[src/rtl/irq_pending_capture_pkg.sv]
// Shared definitions for the interrupt request-capture stage:
// request/index widths, offer FSM states and a one-hot helper.
package irq_pending_capture_pkg;

  localparam int N_REQ = 32;
  localparam int IDX_W = 5;

  typedef enum logic {
    ST_IDLE  = 1'b0,
    ST_OFFER = 1'b1
  } irq_state_e;

  function automatic logic [N_REQ-1:0] idx_onehot(input logic [IDX_W-1:0] idx);
    logic [N_REQ-1:0] vec;
    vec      = '0;
    vec[idx] = 1'b1;
    return vec;
  endfunction

endpackage

[src/rtl/irq_pending_capture_edge.sv]
// Request edge detector: registers the raw request lines and produces the
// vector of new captures, with masking and edge/level selection applied.
module irq_pending_capture_edge
  import irq_pending_capture_pkg::*;
#(
  parameter bit EDGE_MODE = 1'b1
) (
  input  logic             clk,
  input  logic [N_REQ-1:0] req_in,
  input  logic [N_REQ-1:0] mask,
  output logic [N_REQ-1:0] new_req
);

  logic [N_REQ-1:0] req_d;
  logic [N_REQ-1:0] req_q;

  always_comb begin
    req_d   = req_in;
    new_req = (EDGE_MODE ? (req_in & ~req_q) : req_in) & ~mask;
  end

  // Loaded in reset as well, so levels held across reset never look like an edge.
  always_ff @(posedge clk) begin
    req_q <= req_d;
  end

endmodule

[src/rtl/irq_pending_capture.sv]
// Sticky pending register fed by the edge detector, driving an external priority
// encoder; the encoder's index is offered to a consumer over valid/ready.
module irq_pending_capture
  import irq_pending_capture_pkg::*;
#(
  parameter bit EDGE_MODE = 1'b1,
  parameter int CNT_W     = 8
) (
  input  logic             clk,
  input  logic             rst,
  input  logic [N_REQ-1:0] req_in,
  input  logic [N_REQ-1:0] mask,
  output logic [N_REQ-1:0] pend_out,
  input  logic [IDX_W-1:0] enc_idx,
  output logic             irq_valid,
  output logic [IDX_W-1:0] irq_idx,
  input  logic             irq_ready,
  output logic             any_pend,
  output logic [CNT_W-1:0] miss_cnt
);

  logic [N_REQ-1:0] new_req;
  logic [N_REQ-1:0] clr;
  logic             acc;
  logic             collide;

  logic [N_REQ-1:0] pend_d,     pend_q;
  irq_state_e       state_d,    state_q;
  logic [IDX_W-1:0] irq_idx_d,  irq_idx_q;
  logic [CNT_W-1:0] miss_cnt_d, miss_cnt_q;

  irq_pending_capture_edge #(
    .EDGE_MODE (EDGE_MODE)
  ) u_edge (
    .clk     (clk),
    .req_in  (req_in),
    .mask    (mask),
    .new_req (new_req)
  );

  always_comb begin
    pend_out  = pend_q & ~mask;
    any_pend  = |pend_out;
    irq_valid = (state_q == ST_OFFER);
    irq_idx   = irq_idx_q;
    miss_cnt  = miss_cnt_q;
  end

  // A new capture on the bit being serviced this cycle re-sets it rather than colliding.
  always_comb begin
    acc     = irq_valid & irq_ready;
    clr     = acc ? idx_onehot(irq_idx_q) : '0;
    pend_d  = (pend_q & ~clr) | new_req;
    collide = |(new_req & pend_q & ~clr);

    miss_cnt_d = miss_cnt_q;
    if (collide && (miss_cnt_q != {CNT_W{1'b1}})) begin
      miss_cnt_d = miss_cnt_q + CNT_W'(1);
    end
  end

  // The offered index is frozen on entry to OFFER; masking never retracts it.
  always_comb begin
    state_d   = state_q;
    irq_idx_d = irq_idx_q;
    case (state_q)
      ST_IDLE: begin
        if (any_pend) begin
          irq_idx_d = enc_idx;
          state_d   = ST_OFFER;
        end
      end
      ST_OFFER: begin
        if (irq_ready) begin
          state_d = ST_IDLE;
        end
      end
    endcase
  end

  always_ff @(posedge clk) begin
    if (rst) begin
      pend_q     <= '0;
      state_q    <= ST_IDLE;
      irq_idx_q  <= '0;
      miss_cnt_q <= '0;
    end else begin
      pend_q     <= pend_d;
      state_q    <= state_d;
      irq_idx_q  <= irq_idx_d;
      miss_cnt_q <= miss_cnt_d;
    end
  end

endmodule
[config.mk]
export PLATFORM = sky130hd
export DESIGN_NAME = irq_pending_capture
export DESIGN_NICKNAME = d
export VERILOG_FILES = /design/src/rtl/irq_pending_capture_pkg.sv /design/src/rtl/irq_pending_capture_edge.sv /design/src/rtl/irq_pending_capture.sv
export SDC_FILE = /design/constraint.sdc
export NUM_CORES = 1
export LEC_CHECK = 0
export ABC_AREA = 1
export CORE_ASPECT_RATIO = 0.7
export CORE_UTILIZATION = 30
export DETAILED_ROUTE_END_ITERATION = 12
export GPL_ROUTABILITY_DRIVEN = 0
export MAX_ROUTING_LAYER = met4
export SLEW_MARGIN = 20
export SYNTH_ARGS = -nofsm -noshare
export SYNTH_HDL_FRONTEND = slang
export SYNTH_SLANG_ARGS = --single-unit
[constraint.sdc]
create_clock -name clk -period 1.66 [get_ports clk]
set_input_delay 0.332 -clock clk [delete_from_list [all_inputs] [get_ports clk]]
set_output_delay 0.332 -clock clk [all_outputs]
set_load 0.02 [all_outputs]
---- Yosys cells after proc, flatten, opt, wreduce, memory -nomap -nowiden ----
Index checks and enable logic that the tools add are counted.
word-level totals
  bits of input ports ..................... 72
  logic and storage cells ................. 32
  bits in registers ....................... 78
  output and inout bits ................... 47
operators by class
  bitwise logic cells ..................... 12
  muxes and demuxes ....................... 6
  eq/ne operators ......................... 1
  reductions and logical operators ........ 5
  $lt $le $gt $ge ......................... 2
  add/subtract/negate cells ............... 1
operators by type and width
  operator                                                               count
  32-bit AND                                                             6
  32-bit inverter                                                        3
  32-bit OR reduction                                                    2
  32-bit two-way mux                                                     1
  32-bit OR                                                              1
  8-bit by 1-bit adder with 8-bit output, second input constant          1
  8-bit != test, second input constant                                   1
  5-bit by 6-bit < comparator with 1-bit output, second input constant   1
  1-bit demux with 5-bit select                                          1
  5-bit by 1-bit >= comparator with 1-bit output, second input constant  1
  1-bit two-way mux                                                      3
  1-bit logical AND                                                      2
  1-bit one-hot mux with 2 select lines                                  1
  2-bit AND reduction                                                    1
  1-bit AND                                                              1
  1-bit inverter                                                         1

---- Logic depth before layout (Yosys ltp) ----
Gate-level depths: netlist of run 1.
  depth after elaboration ................. 9
  mapped depth ............................ 14
  mapped depth without buffers ............ 13

---- By module ----
From an unflattened synthesis of run 1, not the netlist that was laid out.
unflattened totals
  cell total of the unflattened synthesis .. 590
  area total of the unflattened synthesis .. 3763.6 sq um
by module, submodules not included
  module                    instances  cells each  area an instance (sq um)
  irq_pending_capture       1          462         2682.6
  irq_pending_capture_edge  1          128         1081.0

---- Least setup slack after synthesis of run 1 ----
OpenSTA, ideal clock, no wires.
  path type ............................... reg-to-reg
  start ................................... register state_q, in the netlist irq_valid
  end ..................................... register miss_cnt_q[3], in the netlist miss_cnt[3]
  stages on the path, launching flop included .. 13
  period minus slack after synthesis ...... 1.783 ns
  path buffers ............................ 1
  data required time ...................... 1.545 ns
  slack ................................... -0.123 ns
  data arrival time ....................... 1.668 ns
  cell sequence ........................... dfxtp_1 > nand2_4 > nor2_4 > nand2_1 > nand2_1 > nand2_1 > nor2_1 > nand2_1 > nor2_2 > nand2_2 > buf_6 > a21oi_1 > nor2_1
between the ends
  longest elaborated chain between the ends .. 6
RTL lines
  item                    line                       source
  start, declared         irq_pending_capture.sv:28  irq_state_e state_d, state_q;
  start signal, assigned  irq_pending_capture.sv:89  state_q <= state_d;
  1-bit AND               irq_pending_capture.sv:51  acc = irq_valid & irq_ready;
  32-bit two-way mux      irq_pending_capture.sv:52  clr = acc ? idx_onehot(irq_idx_q) : '0;
  32-bit inverter         irq_pending_capture.sv:54  collide = |(new_req & pend_q & ~clr);
  32-bit AND              irq_pending_capture.sv:54
  32-bit OR reduction     irq_pending_capture.sv:54
  1-bit logical AND       irq_pending_capture.sv:57  if (collide && (miss_cnt_q != {CNT_W{1'b1}})) begin
  end signal, assigned    irq_pending_capture.sv:91  miss_cnt_q <= miss_cnt_d;
  end, declared           irq_pending_capture.sv:30  logic [CNT_W-1:0] miss_cnt_d, miss_cnt_q;
No other way between the ends.
A chain may end at the register's enable or synchronous reset.

---- Worst setup path after layout of run 1 ----
  start ................................... register irq_idx_q[0], in the netlist irq_idx[0]
  end ..................................... register miss_cnt_q[2], in the netlist miss_cnt[2]
between the ends
  longest elaborated chain between the ends .. 9
  elaborated cells between the ends (all ways) .. 10
  those cells by class .................... order compare (2); mux (3); bitwise (2); reduce/logical (3)
RTL lines
  item                                                                                                                                          line                           source
  start, declared                                                                                                                               irq_pending_capture.sv:29      logic [IDX_W-1:0] irq_idx_d, irq_idx_q;
  start signal, assigned                                                                                                                        irq_pending_capture.sv:90      irq_idx_q <= irq_idx_d;
  5-bit by 6-bit < comparator with 1-bit output (not written as such) / 5-bit by 1-bit >= comparator with 1-bit output (equally long branches)  irq_pending_capture_pkg.sv:16  vec[idx] = 1'b1;
  1-bit logical AND (not written as such)                                                                                                       irq_pending_capture_pkg.sv:16
  1-bit two-way mux (not written as such)                                                                                                       irq_pending_capture_pkg.sv:16
  1-bit demux with 5-bit select *                                                                                                               irq_pending_capture_pkg.sv:16
  32-bit two-way mux *                                                                                                                          irq_pending_capture.sv:52
  32-bit inverter *                                                                                                                             irq_pending_capture.sv:54
  32-bit AND *                                                                                                                                  irq_pending_capture.sv:54
  32-bit OR reduction *                                                                                                                         irq_pending_capture.sv:54
  1-bit logical AND *                                                                                                                           irq_pending_capture.sv:57
Every way passes the cells marked *; elsewhere a longest branch is shown, timed or not.

==> results.md, run 1 <==
- Max clock buf depth: 2
- MaxCap Viol Count: 0
- Via/cell ratio: 4.42
- Nets@finish: 883
- Worst-Margin Slew: 0.447 ns
- Post-synthesis mux area share: 0
- Number of synthesized flops with an enable pin: 0
- Total track usage: 0.209
- CTS tree: built
- CP top delay family: simple AND/OR/NAND/NOR gates
- Global-route wire length before repair: 19600 µm
- Final worst path period need: 1.91 ns
- Worst min-delay path class: input pin to flip-flop
- Post-Synth XOR/XNOR Area: 0
- Largest family of logic cells by synthesized area: simple AND/OR/NAND/NOR gates
- First-pass detailed-route iteration total: 4
- Synthesis Warnings: 0
- Root Buffer: clkbuf_16
- Final Max Tran Viols: 0
- Syn Inst Count: 534
- Initial antenna violation count: 0
- Die Ht: 93.2 µm
- Type of the worst setup path: flip-flop to flip-flop
- Syn avg cell area: 6.68 µm²
- Top-count cell post-synth: nand2_1
- IO Port Bufs: 118
- Final Hold Fails: 0
- CP startpoint kind: flip-flop
- Clock skew: 0.00696 ns
- Post-synth top cells: 143 x nand2_1, 104 x nor2_1, 84 x inv_1, 78 x dfxtp_1, 45 x a21oi_1
- Synthesized Nets: 607
- Static Leak: 3.46 nW
- Simple-gate share of the synthesized area: 0.360
- # clock sinks: 78
- Post-synthesis register bit count: 78
- Final core utilization: 0.604
- Worst setup margin: -0.252 ns
- DR vias: 4274
- Number of global-route vias before repair: 4227
- Largest cells by area after synthesis: dfxtp_1 44%, nand2_1 15%, nor2_1 11%, inv_1 8.8%, a21oi_1 6.3%
- WL final: 12600 µm
- Status: finished, violations left
- Worst EP arrival: 2.15 ns
- Unrepaired setup endpoints after global routing: yes
- Num CTS Buffers: 9
- Initial DRC Count: 171
- Hold_ws: 0.396 ns
- Post-synth ARST share: 0
- GRT overflow: 0
- Die area: 12300 µm²
- Number of remaining DRC errors: 0
- Clk Latency, worst-skew pair: 0.34 ns
- Initial core utilization: 0.316
- Crit path buf inv count: 2
- Failing checks: setup timing
- Top cell type by total area after synthesis: dfxtp_1
- Crit. Startpoint: irq_idx[0]
- Slew headroom: 0.701
- CP max stage delay: 0.37 ns
- Synth Flop Type: dfxtp_1
- Area share of fa/ha/maj cells after synthesis: 0.00351
- Max Freq: 0.523 GHz
- WL per Instance: 13.0 µm
- Part of the Yosys area used for sequential elements: 0.438
- Largest net degree at the start of global routing: 17
- CP Data Required Time: 1.89 ns
- Final cell count without fillers: 967
- # diodes: 0
- Critical-path cell list: inv_4, nand2_4, nor2_4, buf_6, nand2_2, nand2_1, nand2_1, nor2_1, nand2_2, nor2_4, nand2_4, a21oi_2, nor2_1
- Die Span X: 132 µm
- Area Overhead vs Synth: 91.2%
- Synth top area share: 0.438
- Pwr Density: 784 nW/µm²
- Final worst-path cycle share: 1.15
- Crit path max fanout: 8
- Placed insts: 936
- Core area: 11300 µm²
- Num rows: 32
- Netlist cell types: 23
- Final setup viols: 9
- Pre-CTS WS: -0.796 ns
- Post-Synthesis Cell Area: 3560 µm²
- CTS hold repair buffers: 0
- Crit-path slowest cell: dfxtp_4
- Io pins: 119
- H-Tree Level Count: 3
- Worst vdd ir: 0.564 mV
- Dpl hpwl: 9090 µm
- Clk slew on worst S/H paths: 0.06 ns
- Min-Delay Startpoint: mask[14]
- CP endpoint kind: flip-flop
- Worst r2r src: irq_idx[0]
- Compound-Gate Fraction of Synth Area: 0.100
- Layout cells sized above 1: 0.383
- Setup TNS: -1.87 ns
- Detail Route Antenna Nets: 0
final cells by class:
class | instances | area, µm²
clock buffer | 15 | 288
fill | 1012 | 4470
inverter | 85 | 329
multi-input combinational | 366 | 2070
sequential | 78 | 1590
tap | 153 | 191
timing repair buffer | 270 | 2350
through the flow:
stage	total power (W)	cell area [µm²]
3_5_place_dp	0.00322	5960
2_1_floorplan	0.00253	3570
6_report	0.00534	6820
4_1_cts	0.00522	6430
3_3_place_gp	0.00319	5960
5_1_grt	0.00559	6820
registers in the layout (all words and copies together) (netlist names):
register,count
irq_idx,5
pend_q,32
irq_valid,1
u_edge.req_q,32
miss_cnt,8
worst register-to-register path, delay by kind of cell, from the launching register on:
| kind | cells | cell delay (ns) |
|---|---|---|
| and+or+nand+nor | 10 | 1.02 |
| DFF | 1 | 0.37 |
| buffers and inverters | 2 | 0.24 |
| AOI/OAI and AO/OA | 1 | 0.18 |
metal layers:
| layer | GRT usage | up-vias | routed length (µm) |
|---|---|---|---|
| met4 | 0.0498 | 0 | 103 |
| li1 | - | 2214 | - |
| met2 | 0.328 | 113 | 5730 |
| met1 | 0.270 | 1936 | 6140 |
| met3 | 0.0537 | 11 | 587 |
| met5 | - | - | 0 |
placed cells by master (no fill, tap or decap), types with 11 or more instances in the layout:
cell type,instances
a21oi_1,37
buf_4,143
nor2_1,85
nand3_1,11
nor2_2,11
nand2_1,86
nand3b_1,23
clkdlybuf4s50_1,40
dfxtp_1,70
clkbuf_2,11
inv_1,70
dlymetal6s2s_1,28
nand2_4,18
nor2_4,13
nand2_2,41
inv_2,11
o22ai_1,13
dlygate4sd2_1,23
power by group:
group          switching (W)  internal, W
Combinational       0.000665     0.000660
Clock               0.000753      0.00117
Sequential         0.0000990      0.00200
what timing repair did:
action	in CTS	in global routing
setup endpoints to repair	57	36
pin swaps	31	47
setup buffers	6	9
cloned	1	0
gates resized for setup	137	149
final timing paths:
kind	slack, ns	end	cells past startpoint
setup / recovery	-0.25	miss_cnt[2]	13
hold / removal	0.40	pend_q[14]	4
setup reg to reg	-0.25	miss_cnt[2]	13
hold reg to reg	0.46	pend_q[21]	2
logic make-up after synthesis:
logic type,Yosys count
and+or+nand+nor,297
adders and majority gates,1
AOI/OAI and AO/OA,67
buffers and inverters,91
DFF,78
No activity file was read; power rests on OpenSTA's default activity.
==> inputs of run 2 (changes only) <==
--- a/config.mk
+++ b/config.mk
@@ -6,6 +6,7 @@
 export NUM_CORES = 1
 export LEC_CHECK = 0
 export ABC_AREA = 1
+export CAP_MARGIN = 20
 export CORE_ASPECT_RATIO = 0.7
 export CORE_UTILIZATION = 30
 export DETAILED_ROUTE_END_ITERATION = 12
==> results of run 2 <==
No change in the layout: final DEF, timing and power equal those of run 1.
==> inputs of run 3 (changes only) <==
--- a/config.mk
+++ b/config.mk
@@ -7,7 +7,6 @@
 export LEC_CHECK = 0
 export ABC_AREA = 1
 export CAP_MARGIN = 20
-export CORE_ASPECT_RATIO = 0.7
 export CORE_UTILIZATION = 30
 export DETAILED_ROUTE_END_ITERATION = 12
 export GPL_ROUTABILITY_DRIVEN = 0
==> results.md, run 3 (synthesized netlist as in run 1, its figures left out) <==
- Status: finished, violations left
- Failing checks: DRC, setup timing
- CP startpoint kind: flip-flop
- Initial DRC Count: 150 (-12%)
- Worst setup margin: -0.175 ns (+0.0767 ns)
- Sequential power share: 0.385 (-0.007)
- Most frequent cells in the layout: 129 x buf_4, 91 x nand2_1, 90 x nor2_1
- Number of remaining DRC errors: 14 (+14)
- Dpl hpwl: 8180 µm (-10%)
- Global-route wire length before repair: 18300 µm (-6.4%)
- Area Overhead vs Synth: 88.7%
- Pwr Density: 809 nW/µm² (+3.2%)
- CP endpoint kind: flip-flop
- CP Data Required Time: 1.90 ns (about the same)
- Gate power share: 0.228 (-0.020)
- Via/cell ratio: 4.36 (-1.3%)
- Core area: 11500 µm² (+2.0%)
- Final Hold Fails: 0 (unchanged)
- WL final: 11400 µm (-9.1%)
- Root Buffer: clkbuf_16
- Max clock buf depth: 2 (unchanged)
- Initial core utilization: 0.310 (-0.00617)
- Clk Latency, worst-skew pair: 0.34 ns (about the same)
- Leading cell type in the layout, fill and taps excluded: buf_4
- Crit path max fanout: 8 (unchanged)
- Detail Route Antenna Nets: 0 (unchanged)
- Io pins: 119 (unchanged)
- Nets@finish: 870 (-1.5%)
- GRT overflow: 0 (unchanged)
- P_int: 0.00394 W (+3.1%)
- Clk slew on worst S/H paths: 0.06 ns (about the same)
- Number of global-route vias before repair: 4016 (-5.0%)
- Pre-CTS WS: -0.823 ns (-0.0272 ns)
- Static Leak: 3.37 nW (-2.5%)
- Slew headroom: 0.704 (+0.00301)
- Max Freq: 0.545 GHz (+4.2%)
- Die area: 12300 µm² (about the same)
- Die Span X: 111 µm (-16%)
- Sequential cell area: 1600 µm² (+0.55%)
- Total track usage: 0.195 (-0.0141)
- Die Ht: 111 µm (+19%)
- Clk pwr share: 0.387 (+0.027)
- Worst vdd ir: 0.479 mV (-15%)
- Switching share of power: 0.275 (-0.00901)
- MaxCap Viol Count: 0 (unchanged)
- Largest net degree at the start of global routing: 31 (+14)
- Worst-Margin Slew: 0.443 ns (-0.00450 ns)
- Fillers: 1075 (+6.2%)
- Final worst-path cycle share: 1.11 (-0.0462)
- CTS tree: built
- Type of the worst setup path: flip-flop to flip-flop
- Worst EP arrival: 2.07 ns (-0.08 ns)
- Num CTS Buffers: 9 (unchanged)
- H-Tree Level Count: 3 (unchanged)
- Sw Pwr: 0.00149 W (-1.4%)
- Initial antenna violation count: 0 (unchanged)
- Final setup viols: 9 (unchanged)
- Unrepaired setup endpoints after global routing: yes
- First-pass detailed-route iteration total: 8 (+4)
- Final worst path period need: 1.84 ns (-0.0767 ns)
- Multi-input logic area: 1970 µm² (-4.8%)
- Worst min-delay path class: input pin to flip-flop
- # diodes: 0 (unchanged)
- Clock skew: 0.00795 ns (+0.000993 ns)
- Hold_ws: 0.402 ns (+0.00566 ns)
- Layout cells sized above 1: 0.364 (-0.0192)
- DR vias: 4122 (-3.6%)
- IO Port Bufs: 118 (unchanged)
- Final Max Tran Viols: 0 (unchanged)
- Num rows: 39 (+22%)
- WL per Instance: 12.1 µm (-7.0%)
- # clock sinks: 78 (unchanged)
[run 3: cell types whose count changed in the layout (fill, tap and decap cells not counted), sizes merged]
cell | before | now
dlymetal6s2s | 28 | 31
dlygate4sd2 | 23 | 26
clkbuf | 26 | 19
clkdlybuf4s15 | 10 | 14
bufinv | 0 | 1
clkdlybuf4s50 | 40 | 38
buf | 158 | 142
clkinv | 0 | 2
[run 3: power groups by stage]
stage	combinational, W	sequential [W]	clock (W)
3_3_place_gp	0.00104	0.00210	0
5_1_grt	0.00135	0.00211	0.00224
6_report	0.00124	0.00209	0.00211
2_1_floorplan	0.000406	0.00213	0
4_1_cts	0.00114	0.00208	0.00215
3_5_place_dp	0.00105	0.00210	0
[run 3: worst max-delay path: stages, from the launching register on]
cell and delay (ns):
dfxtp_4 0.37, nand2_8 0.08, nor2_4 0.15, buf_12 0.13
nand2_2 0.06, nand2_2 0.08, nand2_2 0.06, nor2_1 0.12
nand2_1 0.10, nor2_4 0.20, nand2_4 0.15, a21oi_2 0.17
nor2_1 0.05
[run 3: metrics by stage]
stage                      util  instances  cell area (µm²)  power [W]  setup TNS, ns
after global routing      0.584        945             6730    0.00569          -2.17
after floorplan               -        534             3570    0.00253              0
after global placement    0.506        911             5830    0.00314         -17.93
after detailed placement  0.506        911             5830    0.00316         -19.17
final                     0.584        945             6730    0.00544          -1.34
after CTS                 0.554        936             6380    0.00536          -1.46
[run 3: final cells by class]
class | instances | area share
Multi-Input combinational cell | 366 | 0.293
Timing Repair Buffer | 257 | 0.346
Sequential cell | 78 | 0.237
Clock inverter | 3 | 0.00595
Clock buffer | 13 | 0.0417
Inverter | 85 | 0.0493
Tap cell | 143 | 0.0266
[run 3: repair_timing]
action                     in CTS  in global routing
pin swaps                      29                 49
buffers inserted                8                  9
gates resized for setup       126                133
gates cloned                    1                  0
hold buffers                    0                  0
setup endpoints to repair      59                 36
[run 3: final timing paths]
check / startpoint / to / slack [ns] / cells past startpoint
max: irq_valid / miss_cnt[5] / -0.18 / 12
min: mask[9] / pend_q[9] / 0.40 / 4
max reg2reg: irq_valid / miss_cnt[5] / -0.18 / 12
min reg2reg: pend_q[13] / pend_q[13] / 0.46 / 2
[run 3: layer usage]
metal,share of wire,vias to the layer above,GRT usage,wire [µm]
met5,0,-,-,0
met4,0.015,0,0.0831,170
met3,0.045,10,0.0454,517
met2,0.48,91,0.323,5510
met1,0.46,1832,0.225,5210
li1,-,2189,-,-
